`config.mk`:
```
export PLATFORM = sky130hd
export DESIGN_NAME = sprite_ram_writer
export DESIGN_NICKNAME = d
export VERILOG_FILES = /design/src/rtl/sprite_pkg.sv /design/src/rtl/sprite_raster_counter.sv /design/src/rtl/sprite_ram_writer.sv
export SDC_FILE = /design/constraint.sdc
export NUM_CORES = 1
export LEC_CHECK = 0
export CORE_MARGIN = 5
export CORE_UTILIZATION = 40
export CTS_BUF_LIST = sky130_fd_sc_hd__clkbuf_8
export CTS_CLUSTER_DIAMETER = 80
export DETAILED_ROUTE_END_ITERATION = 8
export SYNTH_ARGS = -nofsm -noshare
export SYNTH_HDL_FRONTEND = slang
export SYNTH_SLANG_ARGS = --single-unit
```
`constraint.sdc`:
```
create_clock -name clk -period 2.98 [get_ports clk]
set_input_delay 0.298 -clock clk [delete_from_list [all_inputs] [get_ports clk]]
set_output_delay 0.298 -clock clk [all_outputs]
set_load 0.05 [all_outputs]
```
`src/rtl/sprite_pkg.sv`:
```
// Shared sprite-memory constants, pixel type and writer FSM state encoding.
package sprite_pkg;

    localparam int unsigned IMG_W  = 150;
    localparam int unsigned IMG_H  = 157;
    localparam int unsigned ADDR_W = 15;
    localparam int unsigned DIM_W  = 10;
    localparam int unsigned PIX_W  = 8;

    typedef logic [PIX_W-1:0] pixel_t;

    localparam pixel_t TRANSPARENT = 8'hE3;

    typedef enum logic [1:0] {
        IDLE  = 2'd0,
        WRITE = 2'd1,
        DONE  = 2'd2
    } state_t;

    // Requested sprite must be non-empty and fit inside the memory image.
    function automatic logic dims_ok(input logic [DIM_W-1:0] w, input logic [DIM_W-1:0] h);
        return (w != '0) && (w <= DIM_W'(IMG_W)) && (h != '0) && (h <= DIM_W'(IMG_H));
    endfunction

endpackage

```
`src/rtl/sprite_raster_counter.sv`:
```
// Raster position tracker: column/row plus an incrementally built RAM address.
module sprite_raster_counter
    import sprite_pkg::*;
(
    input  logic              clk,
    input  logic              rst,
    input  logic              clear,
    input  logic              advance,
    input  logic [DIM_W-1:0]  w_lat,
    input  logic [DIM_W-1:0]  h_lat,
    output logic [ADDR_W-1:0] addr,
    output logic              last_c
);

    logic [DIM_W-1:0]  col;
    logic [DIM_W-1:0]  row;
    logic [ADDR_W-1:0] row_base;

    assign last_c = (col == w_lat - DIM_W'(1)) && (row == h_lat - DIM_W'(1));

    // End of a row jumps to the next memory row via row_base, avoiding a multiplier.
    always_ff @(posedge clk) begin
        if (!rst || clear) begin
            col      <= '0;
            row      <= '0;
            addr     <= '0;
            row_base <= '0;
        end else if (advance) begin
            if (col == w_lat - DIM_W'(1)) begin
                col      <= '0;
                row      <= row + DIM_W'(1);
                row_base <= row_base + ADDR_W'(IMG_W);
                addr     <= row_base + ADDR_W'(IMG_W);
            end else begin
                col  <= col + DIM_W'(1);
                addr <= addr + ADDR_W'(1);
            end
        end
    end

endmodule

```
`src/rtl/sprite_ram_writer.sv`:
```
// Writes one raster-order sprite frame per start into the sprite RAM write port.
// Optional: SPRITE_WR_SKIP_TRANSPARENT_EN suppresses writes of the transparent colour key.
module sprite_ram_writer
    import sprite_pkg::*;
(
    input  logic              clk,
    input  logic              rst,
    input  logic              start,
    input  logic [DIM_W-1:0]  cfg_w,
    input  logic [DIM_W-1:0]  cfg_h,
    input  logic              in_valid,
    input  logic [PIX_W-1:0]  in_data,
    output logic              in_ready,
    output logic              mem_we,
    output logic [ADDR_W-1:0] mem_addr,
    output logic [PIX_W-1:0]  mem_data,
    output logic              busy,
    output logic              done,
    output logic              err
);

    state_t            state;
    logic [DIM_W-1:0]  w_lat;
    logic [DIM_W-1:0]  h_lat;
    logic [ADDR_W-1:0] cur_addr;
    logic              last_c;
    logic              hs_c;
    logic              accept_c;
    logic              write_c;

    assign in_ready = (state == WRITE);
    assign hs_c     = in_valid & in_ready;
    assign accept_c = (state == IDLE) & start & dims_ok(cfg_w, cfg_h);

`ifdef SPRITE_WR_SKIP_TRANSPARENT_EN
    assign write_c = hs_c & (in_data != TRANSPARENT);
`else
    assign write_c = hs_c;
`endif

    sprite_raster_counter u_counter (
        .clk     (clk),
        .rst     (rst),
        .clear   (accept_c),
        .advance (hs_c),
        .w_lat   (w_lat),
        .h_lat   (h_lat),
        .addr    (cur_addr),
        .last_c  (last_c)
    );

    // Frame sequencing; pulses default low and are raised for a single cycle.
    always_ff @(posedge clk) begin
        if (!rst) begin
            state    <= IDLE;
            w_lat    <= '0;
            h_lat    <= '0;
            mem_we   <= 1'b0;
            mem_addr <= '0;
            mem_data <= '0;
            busy     <= 1'b0;
            done     <= 1'b0;
            err      <= 1'b0;
        end else begin
            mem_we <= 1'b0;
            done   <= 1'b0;
            err    <= 1'b0;
            case (state)
                IDLE: begin
                    if (accept_c) begin
                        w_lat <= cfg_w;
                        h_lat <= cfg_h;
                        busy  <= 1'b1;
                        state <= WRITE;
                    end else if (start) begin
                        err <= 1'b1;
                    end
                end
                WRITE: begin
                    if (hs_c) begin
                        mem_we   <= write_c;
                        mem_addr <= cur_addr;
                        mem_data <= in_data;
                        if (last_c) begin
                            done  <= 1'b1;
                            state <= DONE;
                        end
                    end
                end
                DONE: begin
                    busy  <= 1'b0;
                    state <= IDLE;
                end
                default: begin
                    busy  <= 1'b0;
                    state <= IDLE;
                end
            endcase
        end
    end

endmodule

```
Word level (Yosys, flattened, before mapping)
Cells that the tools add are included.
{"block": "word_totals", "ff_bits": 99, "in_bits": 32, "out_inout_bits": 28, "wordCells": 61}
{"block": "op_classes", "addsub": 6, "n_lt_le_gt_ge": 2, "n_eq_ne": 6, "muxes": 11, "n_bitwise": 6, "reduce_logical": 17}
{"op": "$add 10x1->10 const B", "n": 2}
{"op": "$eq 10x10->1", "n": 2}
{"op": "$le 10x8->1 const B", "n": 2}
{"op": "$reduce_bool 10->1", "n": 2}
{"op": "$sub 10x1->10 const B", "n": 2}
{"op": "$add 15x1->15 const B", "n": 1}
{"op": "$add 15x8->15 const B", "n": 1}
{"op": "$mux 15", "n": 1}
{"op": "$mux 10", "n": 1}
{"op": "$reduce_and 2->1", "n": 5}
{"op": "$mux 2", "n": 3}
{"op": "$ne 2x1->1 const B", "n": 3}
{"op": "$reduce_and 3->1", "n": 2}
{"op": "$logic_and 1x1->1", "n": 4}
{"op": "$mux 1", "n": 4}
{"op": "$pmux 2 s2", "n": 1}
{"op": "$and 1x1->1", "n": 3}
{"op": "$not 1->1", "n": 3}
{"op": "$reduce_or 3->1", "n": 1}
{"op": "$eq 2x1->1 const B", "n": 1}
{"op": "$logic_not 2->1", "n": 1}
{"op": "$pmux 1 s2", "n": 1}
{"op": "$logic_not 1->1", "n": 1}
{"op": "$logic_or 1x1->1", "n": 1}

Longest topological paths before layout
Gate-level depths: netlist of run 1.
{"block": "logic_depth", "ltp_word": 7, "ltp_mapped": 11, "mapped_depth_nobuf": 9}

Modules after synthesis
From an unflattened synthesis of run 1, not the netlist that was laid out.
{"block": "unflattened", "hier_cells": 621, "area_unflattened_um2": 5157.4}
{"module": "sprite_raster_counter", "n_inst": 1, "cells_each": 409, "area_each_um2": 3305.7, "seq_area_each_um2": 980.9}
{"module": "sprite_ram_writer", "n_inst": 1, "cells_each": 212, "area_each_um2": 1851.8, "seq_area_each_um2": 980.9}

Least setup slack after synthesis of run 1
No wires, ideal clock.
{"block": "synth_timing", "path_kind": "flip-flop to flip-flop", "start": "reg w_lat[0]", "end": "reg u_counter.addr[5]", "setup_ps": 131, "t_arrival_ps": 2329, "required_time_ps": 2849, "slack_ps": 520, "stages_incl_launch_ff": 12, "n_path_buf": 2, "period_less_slack_ps": 2460, "path_cell_list": "dfxtp_1 inv_1 ha_1 o21ba_1 a221oi_1 a41oi_1 nor4b_4 buf_4 nand2_2 buf_2 a32oi_1 o311ai_1"}
{"block": "synth_via", "elab_chain_cells": 3}
{"item": "start: declaration", "line_no": "sprite_ram_writer.sv:23", "text": "logic [DIM_W-1:0] w_lat;"}
{"item": "start signal: assignment", "line_no": "sprite_ram_writer.sv:71", "text": "w_lat <= cfg_w;"}
{"item": "$sub 10x1->10", "line_no": "sprite_raster_counter.sv:29", "text": "if (col == w_lat - DIM_W'(1)) begin"}
{"item": "$eq 10x10->1", "line_no": "sprite_raster_counter.sv:29"}
{"item": "$mux 15", "line_no": "sprite_raster_counter.sv:29"}
{"item": "end signal: assignment", "line_no": "sprite_raster_counter.sv:33", "text": "addr <= row_base + ADDR_W'(IMG_W);"}
{"item": "end signal: assignment", "line_no": "sprite_raster_counter.sv:36", "text": "addr <= addr + ADDR_W'(1);"}
{"item": "end: declaration", "line_no": "sprite_raster_counter.sv:11", "text": "output logic [ADDR_W-1:0] addr,"}
Every way passes these cells.
A chain may end at the register's enable or synchronous reset.

Final worst setup path of run 1
{"block": "layout_timing", "start": "reg w_lat[1]", "end": "reg u_counter.row_base[5]"}
{"block": "layout_via", "elab_chain_cells": 3}
{"item": "$sub 10x1->10", "line_no": "sprite_raster_counter.sv:29"}
{"item": "$eq 10x10->1", "line_no": "sprite_raster_counter.sv:29"}
{"item": "$reduce_and 2->1 (no line)"}
{"item": "end signal: assignment", "line_no": "sprite_raster_counter.sv:32", "text": "row_base <= row_base + ADDR_W'(IMG_W);"}
{"item": "end: declaration", "line_no": "sprite_raster_counter.sv:17", "text": "logic [ADDR_W-1:0] row_base;"}
Every way passes these cells.

==> impl_metrics.yaml, run 1 <==
status:
  status: "complete, no violations"
layout:
  nNetsFinal: 691
  area_growth_pct: 19.1
  utilization_pct: 49.0
  drive_gt1_share_pct: 6.84
  antenna_cells: 0
global_routing:
  grt_max_degree: 32
  grtUsageTotal_pct: 17.3
  antenna_found_initial: 0
  grt_pass1_wl_um: 20800
  grt_use_met1_pct: 23.4
  grt_use_met3_pct: 4.41
  use_met2_pct: 27.4
  grt_pass1_vias: 4135
  gr-total-overflow: 0
  grt_busiest_layer: "met2"
clock_tree:
  cts-root-buf: "clkbuf_8"
  clk_pin_slew_ps: 100
  cts_tree: "yes"
  ctsHoldBuffers: 0
  htreeDepth: 3
  cts.sink_count: 98
  clock_path_buffers: 2
  insertion_delay_ps: 380
  numCtsBuffers: 9
synth:
  synth_edf_count: 0
  yosysSeqAreaShare_pct: 39.2
  syn-cell-area_um2: 5000
  syn_nets: 639
  ys_types: 66
  synth.ff_latch_count: 98
  ys.flop_type: "dfxtp_1"
  async_reset_ff_share_pct: 0
  yosys_warnings: 0
  synth.avg_cell_area_um2: 8.33
  synthCells: 601
worst_setup_path:
  critPathMaxFanout: 14
  cp-end-kind: "flop"
  critPathArrivalTime_ps: 3040
  cp-start-kind: "flop"
  required_ps: 3290
  crit_type: "flop to flop"
power:
  ir_drop_mv: 0.232
  leakage_nw: 2.14
  p_per_area_nw_per_um2: 404
sta:
  fin_crit_sh_pct: 91.7
  worst_hold_slack_ps: 457
  rsz0062_at_grt: "no"
  tightest_slew_ps: 595
  max_freq_mhz: 366
  final.min_clock_period_ps: 2730
  finalSetupViolCount: 0
  relSlewSlack_pct: 60.0
  slew_viol_final: 0
  hold_viol: 0
  skew_ps: 9.18
  tns_ps: 0
floorplan:
  coreArea_um2: 12200
  row_count: 40
  start_util_pct: 41.1
  dieArea_um2: 14800
  io_pins: 60
  die_y_um: 122
  die_w_um: 122
detailed_routing:
  antenna_left: 0
  firstDrtPassIters: 8
  drt_iter0_drc: 347
  drcViolationCount: 0
  dr_total_vias: 4460
  routedWlPerCell_um: 15.2
  wl_um: 12500
  vias_per_cell: 5.40
placed_design:
  place.gp.congestion: 0.847
  dp_hpwl_um: 9080
  io_buffers: 59
flow_run:
  drv_cap: 0
min_path:
  hold_path_class: "flop to flop"
[where the power goes]
part           switching, W  internal, W
Clock              0.000474     0.000473
Combinational     0.0000702    0.0000657
Sequential        0.0000103      0.00132
[kinds of logic after synthesis]
family          share of synthesized area (%)
xor+xnor                                 8.75
simple gates                             25.7
buf+inv                                  5.48
flops                                    39.2
fa+ha+maj                                1.50
mux                                      3.68
compound gates                           15.7
[metal layers]
layer	vias to the layer above	wire length [um]	part of all wire, %
li1	2258	-	-
met1	2109	6020	48
met2	82	5850	47
met3	11	496	4.0
met4	0	171	1.4
met5	-	0	0
[through the flow]
step | area (um2) | setup slack, ps | power (W) | std cells
global placement | 5720 | 236 | 0.00149 | 808
finish | 5960 | 247 | 0.00241 | 826
detailed placement | 5720 | 178 | 0.00149 | 808
global route | 5960 | 38.8 | 0.00251 | 826
floorplan | 5000 | 520 | 0.00142 | 601
CTS | 5940 | 135 | 0.00244 | 824
[cells in the final DEF, fill, tap and decap left out, types with 5 or more instances in the layout]
master | Yosys | final
and3_1 | 8 | 8
a32oi_1 | 5 | 5
a21oi_1 | 52 | 52
o21ai_0 | 19 | 19
nand2_1 | 80 | 80
clkbuf_8 | 4 | 9
nor3_1 | 7 | 7
inv_1 | 17 | 17
o31ai_1 | 8 | 8
nand3_1 | 23 | 23
and2_1 | 6 | 5
dfxtp_1 | 98 | 98
nand4_1 | 25 | 25
or4_1 | 7 | 7
or3_1 | 14 | 14
nor2_1 | 51 | 51
buf_4 | 2 | 14
clkdlybuf4s50_1 | 0 | 59
mux2i_1 | 17 | 17
xnor2_1 | 24 | 24
ha_1 | 6 | 6
nor4_1 | 15 | 15
a31oi_1 | 6 | 5
a211oi_1 | 6 | 6
xor2_1 | 26 | 26
[worst max-delay path: stages (launching register included)]
cell and delay, ps:
dfxtp_1 380, inv_1 60, ha_1 240, o21ba_1 190
a221oi_1 290, a41oi_1 130, nor4b_4 420, nand3_4 220
buf_4 240, or3_1 350, a21oi_1 150
[cell usage after synthesis (6+ instances only)]
cell type / instances / area (um2)
nor3_1: 7 / 35.0
or4_1: 7 / 52.6
a211oi_1: 6 / 45.0
dfxtp_1: 98 / 1960
and3_1: 8 / 50.1
xnor2_1: 24 / 210
nand3_1: 23 / 115
ha_1: 6 / 75.1
mux2i_1: 17 / 170
a31oi_1: 6 / 37.5
or3_1: 14 / 87.6
xor2_1: 26 / 228
inv_1: 17 / 63.8
o21ai_0: 19 / 95.1
nor2_1: 51 / 191
nand4_1: 25 / 156
and2_1: 6 / 37.5
nand2_1: 80 / 300
a21oi_1: 52 / 260
nor4_1: 15 / 93.8
o31ai_1: 8 / 60.1
clkbuf_1: 16 / 60.1
[what timing repair did]
item,CTS,global route
buffers inserted,0,1
setup endpoints to repair,0,8
gates resized for setup,0,1
[final timing paths]
path                startpoint                     to  slack, ps  cells after the start
setup / recovery      w_lat[1]  u_counter.row_base[5]        250                     10
hold reg to reg   mem_addr[13]           mem_addr[13]        460                      2
hold / removal    mem_addr[13]           mem_addr[13]        460                      2
setup reg to reg      w_lat[1]  u_counter.row_base[5]        250                     10
[sequential cells by signal, summed over array words and instances, names as in the netlist, 2 cells and up]
signal / cells
u_counter.row_base: 14
u_counter.row: 10
mem_data: 8
u_counter.col: 10
h_lat: 10
w_lat: 10
u_counter.addr: 15
mem_addr: 15
state: 2
[layout make-up]
| class | count | area [um2] |
|---|---|---|
| Tap cell | 168 | 210 |
| Inverter | 18 | 67.6 |
| Clock buffer | 9 | 124 |
| Sequential cell | 98 | 1960 |
| Timing Repair Buffer | 74 | 716 |
| Fill cell | 1220 | 6200 |
| Clock inverter | 7 | 92.6 |
| Multi-Input combinational cell | 452 | 2790 |
Power figures use the tool's default switching activity.
==> run 2: changes to the inputs <==
--- a/config.mk
+++ b/config.mk
@@ -5,6 +5,7 @@
 export SDC_FILE = /design/constraint.sdc
 export NUM_CORES = 1
 export LEC_CHECK = 0
+export CAP_MARGIN = 20
 export CORE_MARGIN = 5
 export CORE_UTILIZATION = 40
 export CTS_BUF_LIST = sky130_fd_sc_hd__clkbuf_8
==> results of run 2 <==
The final DEF is identical to that of run 1; final timing and power are the same.
==> run 3: changes to the inputs <==
--- a/config.mk
+++ b/config.mk
@@ -5,6 +5,7 @@
 export SDC_FILE = /design/constraint.sdc
 export NUM_CORES = 1
 export LEC_CHECK = 0
+export ABC_AREA = 0
 export CAP_MARGIN = 20
 export CORE_MARGIN = 5
 export CORE_UTILIZATION = 40
==> results of run 3 <==
The final DEF is identical to that of run 1; final timing and power are the same.
